**src/rtl/bcd_count_sequencer.sv**
```systemverilog
// Control FSM for a chain of BCD up/down digit counters: paces the count-step enable,
// drives the shared direction and load strobes, and stops at the terminal value in timer mode.
module bcd_count_sequencer #(
    parameter int unsigned NDIG     = 4,
    parameter int unsigned TICK_DIV = 100000
) (
    input  logic              clk,
    input  logic              rst,
    input  logic              start,
    input  logic              stop,
    input  logic              load_req,
    input  logic              ud_in,
    input  logic              mode_wrap,
    input  logic [4*NDIG-1:0] cnt_all,
    output logic              en_out,
    output logic              ud_out,
    output logic              load_out,
    output logic [2:0]        state,
    output logic              busy,
    output logic              term_hit
);

    localparam int unsigned    PW        = $clog2(TICK_DIV);
    localparam logic [PW-1:0]  PrescMax  = PW'(TICK_DIV - 1);

    typedef enum logic [2:0] {
        StIdle  = 3'd0,
        StLoad  = 3'd1,
        StRun   = 3'd2,
        StPause = 3'd3,
        StDone  = 3'd4
    } state_e;

    state_e        state_q, state_d;
    logic [PW-1:0] presc_q, presc_d;
    logic          ud_q, ud_d;
    logic          all_zero, all_nine, term, stop_cond;

    // Terminal value depends on the direction currently driven to the chain.
    always_comb begin
        all_zero = 1'b1;
        all_nine = 1'b1;
        for (int i = 0; i < int'(NDIG); i++) begin
            if (cnt_all[4*i +: 4] != 4'd0) all_zero = 1'b0;
            if (cnt_all[4*i +: 4] != 4'd9) all_nine = 1'b0;
        end
        term      = ud_q ? all_zero : all_nine;
        stop_cond = term & ~mode_wrap;
    end

    always_ff @(posedge clk or posedge rst) begin
        if (rst) begin
            state_q <= StIdle;
            presc_q <= '0;
            ud_q    <= 1'b0;
        end else begin
            state_q <= state_d;
            presc_q <= presc_d;
            ud_q    <= ud_d;
        end
    end

    always_comb begin
        state_d = state_q;
        presc_d = presc_q;
        ud_d    = ud_q;
        unique case (state_q)
            StIdle: begin
                if (load_req) begin
                    state_d = StLoad;
                end else if (start) begin
                    state_d = StRun;
                    ud_d    = ud_in;
                    presc_d = '0;
                end
            end
            StLoad: state_d = StIdle;
            StRun: begin
                if (stop) begin
                    state_d = StPause;
                end else begin
                    presc_d = (presc_q == PrescMax) ? '0 : presc_q + 1'b1;
                    if (stop_cond) state_d = StDone;
                end
            end
            StPause: begin
                // A stop pulse outranks load/start even while already paused.
                if (stop) begin
                    state_d = StPause;
                end else if (load_req) begin
                    state_d = StLoad;
                    presc_d = '0;
                end else if (start) begin
                    state_d = StRun;
                    ud_d    = ud_in;
                end
            end
            StDone: begin
                if (load_req) state_d = StLoad;
            end
            default: state_d = StIdle;
        endcase
    end

    always_comb begin
        en_out   = (state_q == StRun) & (presc_q == PrescMax) & ~stop & ~stop_cond;
        ud_out   = ud_q;
        load_out = (state_q == StLoad);
        state    = state_q;
        busy     = (state_q == StRun);
        term_hit = (state_q == StDone);
    end

endmodule

```
**config.mk**
```make
export PLATFORM = sky130hd
export DESIGN_NAME = bcd_count_sequencer
export DESIGN_NICKNAME = d
export VERILOG_FILES = /design/src/rtl/bcd_count_sequencer.sv
export SDC_FILE = /design/constraint.sdc
export NUM_CORES = 1
export LEC_CHECK = 0
export ABC_AREA = 1
export CORE_MARGIN = 2
export CORE_UTILIZATION = 45
export DETAILED_ROUTE_END_ITERATION = 8
export PLACE_DENSITY = 0.78
export SLEW_MARGIN = 20
export SYNTH_ARGS = -nofsm -noshare
export SYNTH_HDL_FRONTEND = slang
export SYNTH_SLANG_ARGS = --single-unit
```
**constraint.sdc**
```tcl
create_clock -name clk -period 4.37 [get_ports clk]
set_input_delay 0.874 -clock clk [delete_from_list [all_inputs] [get_ports clk]]
set_output_delay 0.874 -clock clk [all_outputs]
set_load 0.03 [all_outputs]
```
Word level (Yosys, flattened, before mapping)

Cells that the tools add are included.

Equal/unequal tests: 16
Multiplexer cells: 27
Bitwise operators: 7
$add $sub $neg: 1
Reduce and logical (&&, ||, !) cells: 10

Operators by type and width:

| cell                    | number |
|---|---|
| $mux W17                | 6 |
| $pmux W17 S3            | 1 |
| $mux W3                 | 6 |
| $add A17 B1 Y17 const B | 1 |
| $eq A17 B17 Y1 const B  | 1 |
| $ne A4 B4 Y1 const B    | 4 |
| $reduce_bool A4 Y1      | 4 |
| $mux W1                 | 12 |
| $ne A2 B2 Y1 const B    | 6 |
| $pmux W3 S4             | 1 |
| $eq A3 B2 Y1 const B    | 2 |
| $reduce_and A6 Y1       | 1 |
| $and A1 B1 Y1           | 4 |
| $reduce_and A2 Y1       | 2 |
| $eq A3 B1 Y1 const B    | 1 |
| $eq A3 B3 Y1 const B    | 1 |
| $logic_not A3 Y1        | 1 |
| $ne A3 B2 Y1 const B    | 1 |
| $not A1 Y1              | 3 |
| $reduce_bool A3 Y1      | 1 |
| $pmux W1 S2             | 1 |
| $reduce_bool A2 Y1      | 1 |

Flip-flop bits (word level): 21
Output and inout bits: 8
Bits of input ports: 23

Depth between registers and ports, before layout

Word-level depth: 10
Mapped depth: 10
Mapped depth without buffers: 10

Least setup slack after synthesis

OpenSTA, ideal clock, no wires.

Path type: register to output
Start point: register state_q[1], in the netlist state[1]
End point: output port en_out
Data required time: 3.496 ns
Path slack: 1.831 ns
Cell stages (with the launch flop): 7
Data arrival time: 1.665 ns
Path through: dfrtp_1 -> inv_2 -> nor2_4 -> inv_2 -> nor3_1 -> nand2_1 -> nor2_1

Cells in the longest elaborated chain, start to end: 4

RTL lines:

| element                     | RTL line | RTL |
|---|---|---|
| from (decl)                 | 34       | `state_e state_q, state_d;` |
| from (signal assigned)      | 53       | `state_q <= StIdle;` |
| from (signal assigned)      | 57       | `state_q <= state_d;` |
| $eq A3 B2 Y1                | 106      | `en_out = (state_q == StRun) & (presc_q == PrescMax) & ~stop & ~stop_cond;` |
| $and A1 B1 Y1 (3 in series) | 106      |  |
| to (decl)                   | 15       | `output logic en_out,` |

No other way between the ends.

Final worst setup path

Start point: input port stop
End point: output port en_out

Cells in the longest elaborated chain, start to end: 3

RTL lines:

| element                     | RTL line | RTL |
|---|---|---|
| from (decl)                 | 10       | `input logic stop,` |
| $not A1 Y1                  | 106      |  |
| $and A1 B1 Y1 (2 in series) | 106      |  |

No other way between the ends.

==> impl_metrics.json <==
{
  "status": "finished, final reports clean",
  "fin_hold_ws_ns": 0.5644,
  "grt_usage_pct": 19.90,
  "cp-start-kind": "primary input",
  "worst_ir_drop_vdd_mv": 0.3658,
  "hold_depth": 2,
  "cts-root-buf": "clkbuf_4",
  "ys.flop_type": "dfrtp_1",
  "syn_area_per_cell_um2": 6.840,
  "syn_inst": 238,
  "synth_top_area_share_pct": 32.28,
  "seq_area_frac_synth_pct": 32.28,
  "clk_path_buf_depth": 2,
  "fin_crit_sh_pct": 78.85,
  "grt-ovfl-total": 0,
  "skew_ns": 0.01218,
  "gr-usage-met2_pct": 33.20,
  "clk_latency_ns": 0.31,
  "max_stage_delay_ns": 0.67,
  "endpoint_kind": "output port",
  "ys_top_cells_by_area": "dfrtp_1 32%, nand2_1 14%, nor2_1 9.5%",
  "cts.repair.resized": 0,
  "antenna_found_initial": 0,
  "core_mm2": 0.003416,
  "crit_chain": "clkdlybuf4s50_1, nor3_1, nand2_1, nor2_1, clkdlybuf4s50_1",
  "final_nets": 294,
  "hold_violations": 0,
  "grt.busiest_layer": "met2",
  "grt_max_degree": 25,
  "ys_warn_count": 0,
  "via_per_inst": 5.010,
  "postCtsSetupRepairBufs": 0,
  "timing_worst_setup_path_type": "in2out",
  "cap_violations": 0,
  "power_leakage_uw": 0.0009053,
  "pwr_density_cell_mw_per_mm2": 375.6,
  "postCtsHoldBufs": 0,
  "placedCellCount": 311,
  "cp_num_cells": 5,
  "setup_tns_ns": 0,
  "clock_sinks": 21,
  "setup_viol": 0,
  "worstPathArrival_ns": 2.57,
  "grt_first_pass_wirelength_mm": 6.630,
  "crit_fanout": 3,
  "syn-num-nets": 262,
  "rows": 21,
  "hpwl_mm": 2.753,
  "grt_util_met3_pct": 2.289,
  "wl_per_cell_um": 11.28,
  "n_antenna_cell": 0,
  "cp_top_family": "buffers and inverters",
  "die_w_um": 64.15,
  "min_period_ns": 3.446,
  "slowest_stage": "clkdlybuf4s50_1",
  "die-area_mm2": 0.004115,
  "cp_common_cell": "clkdlybuf4s50_1",
  "synth_top_area_cell": "dfrtp_1",
  "slew-limit-headroom_pct": 45.80,
  "yosysMostFrequentCell": "nand2_1",
  "gp_congestion": 0.8569,
  "cts_tree": "yes",
  "cp.required_ns": 3.50,
  "dr.pass1.iters": 5,
  "cp_num_buf_inv": 2,
  "drc": 0,
  "fp.dieH_um": 64.15,
  "slew_violations": 0,
  "ys_ff_latch": 21,
  "async_flop_share_pct": 100.0,
  "min_from": "ud_out$_DFFE_PP0P_",
  "synth_area_mm2": 0.001628,
  "num_vias": 1578,
  "synthTopCellsByCount": "60 x nand2_1, 41 x nor2_1, 32 x inv_1, 21 x dfrtp_1, 16 x nand3_1",
  "io-pin-count": 31,
  "r2r_cells": 7,
  "wirelength_mm": 3.554,
  "fmax_ghz": 0.2902,
  "hold_class": "reg2reg",
  "drt_iter0_markers": 144,
  "cts_buffers": 3,
  "synthToLayoutAreaGrowth_pct": 21.29,
  "worstReg2RegStart": "state[0]$_DFFE_PP0P_",
  "drive_above_1_share_pct": 12.64,
  "yosysUniqueCellTypes": 27,
  "grt_pass1_vias": 1547,
  "p_total_uw": 741.5,
  "crit_start": "stop",
  "port-buffer-count": 30,
  "grt_util_met1_pct": 26.78,
  "ant_nets": 0,
  "rsz0062_at_grt": "false",
  "synth_edf_count": 0,
  "clk_pin_slew_ns": 0.11,
  "final_cells": 315,
  "htree_num_levels": 1,
  "start_util_pct": 47.66,
  "worst_pin_slew_ns": 0.8121
}
[cells in the final DEF, fill, tap and decap left out, types with 2 or more instances in the layout]
cell / n
a21oi_1: 2
a21oi_2: 3
clkbuf_4: 3
clkdlybuf4s50_1: 30
dfrtp_1: 21
inv_1: 32
inv_2: 4
nand2_1: 60
nand2_2: 3
nand2_4: 3
nand3_1: 16
nand3_2: 4
nand4_1: 14
nand4_2: 2
nor2_1: 41
nor2_2: 4
nor2_4: 2
nor3_1: 5
o21ai_0: 4
o21ai_1: 6
o21ai_2: 2
o21bai_2: 2
[routing by layer]
metal	vias up	wire length (um)
met4	0	70
met2	36	1685
met5	-	0
met1	709	1655
met3	7	143
li1	826	-
[kinds of logic (layout without fill, tap and decap cells)]
group / Yosys count / count (layout) / share of synthesized area (%)
multiplexers: 1 / 1 / 0.6149
AND/OR/NAND/NOR: 155 / 155 / 46.50
flip-flops: 21 / 21 / 32.28
AO/OA/AOI/OAI: 21 / 21 / 9.225
buffers and inverters: 39 / 70 / 10.61
adder cells (fa/ha/maj): 1 / 1 / 0.7685
[tightest hold or removal path: cells and delay by family, from the launching register on]
kind | cells | cell delay, ns
AO/OA/AOI/OAI | 1 | 0.06
buffers and inverters | 1 | 0.07
flip-flops | 1 | 0.41
[report_power, final]
group          switching (uW)  internal, uW
combinational             265           135
clock                    59.3          35.6
sequential               31.4           216
[sequential cells by signal, summed over array words and instances (netlist names)]
register and flops:
presc_q 17, state 3, ud_out 1
[worst paths after layout]
check	endpoint	slack, ns
max in group asynchronous	presc_q[5]$_DFFE_PP0P_	2.85
min in group asynchronous	presc_q[9]$_DFFE_PP0P_	1.01
min	ud_out$_DFFE_PP0P_	0.56
min reg2reg	ud_out$_DFFE_PP0P_	0.56
max	en_out	0.92
max reg2reg	presc_q[8]$_DFFE_PP0P_	2.66
[per-stage QoR]
step / utilization (%) / cell area, um^2 / setup WS (ns)
2_1_floorplan: - / 1628 / 1.831
3_3_place_gp: 57.03 / 1948 / 0.9380
3_5_place_dp: 57.03 / 1948 / 0.9071
4_1_cts: 57.80 / 1974 / 0.9071
5_1_grt: 57.80 / 1974 / 0.8537
6_report: 57.80 / 1974 / 0.9243
[area by class of cell]
class,count,area [um^2]
Fill cell,332,1441
Multi-Input combinational cell,178,929.6
Sequential cell,21,525.5
Timing Repair Buffer,30,300.3
Inverter,36,135.1
Tap cell,46,57.56
Clock buffer,4,26.28
(Power assumes the default switching activity.)
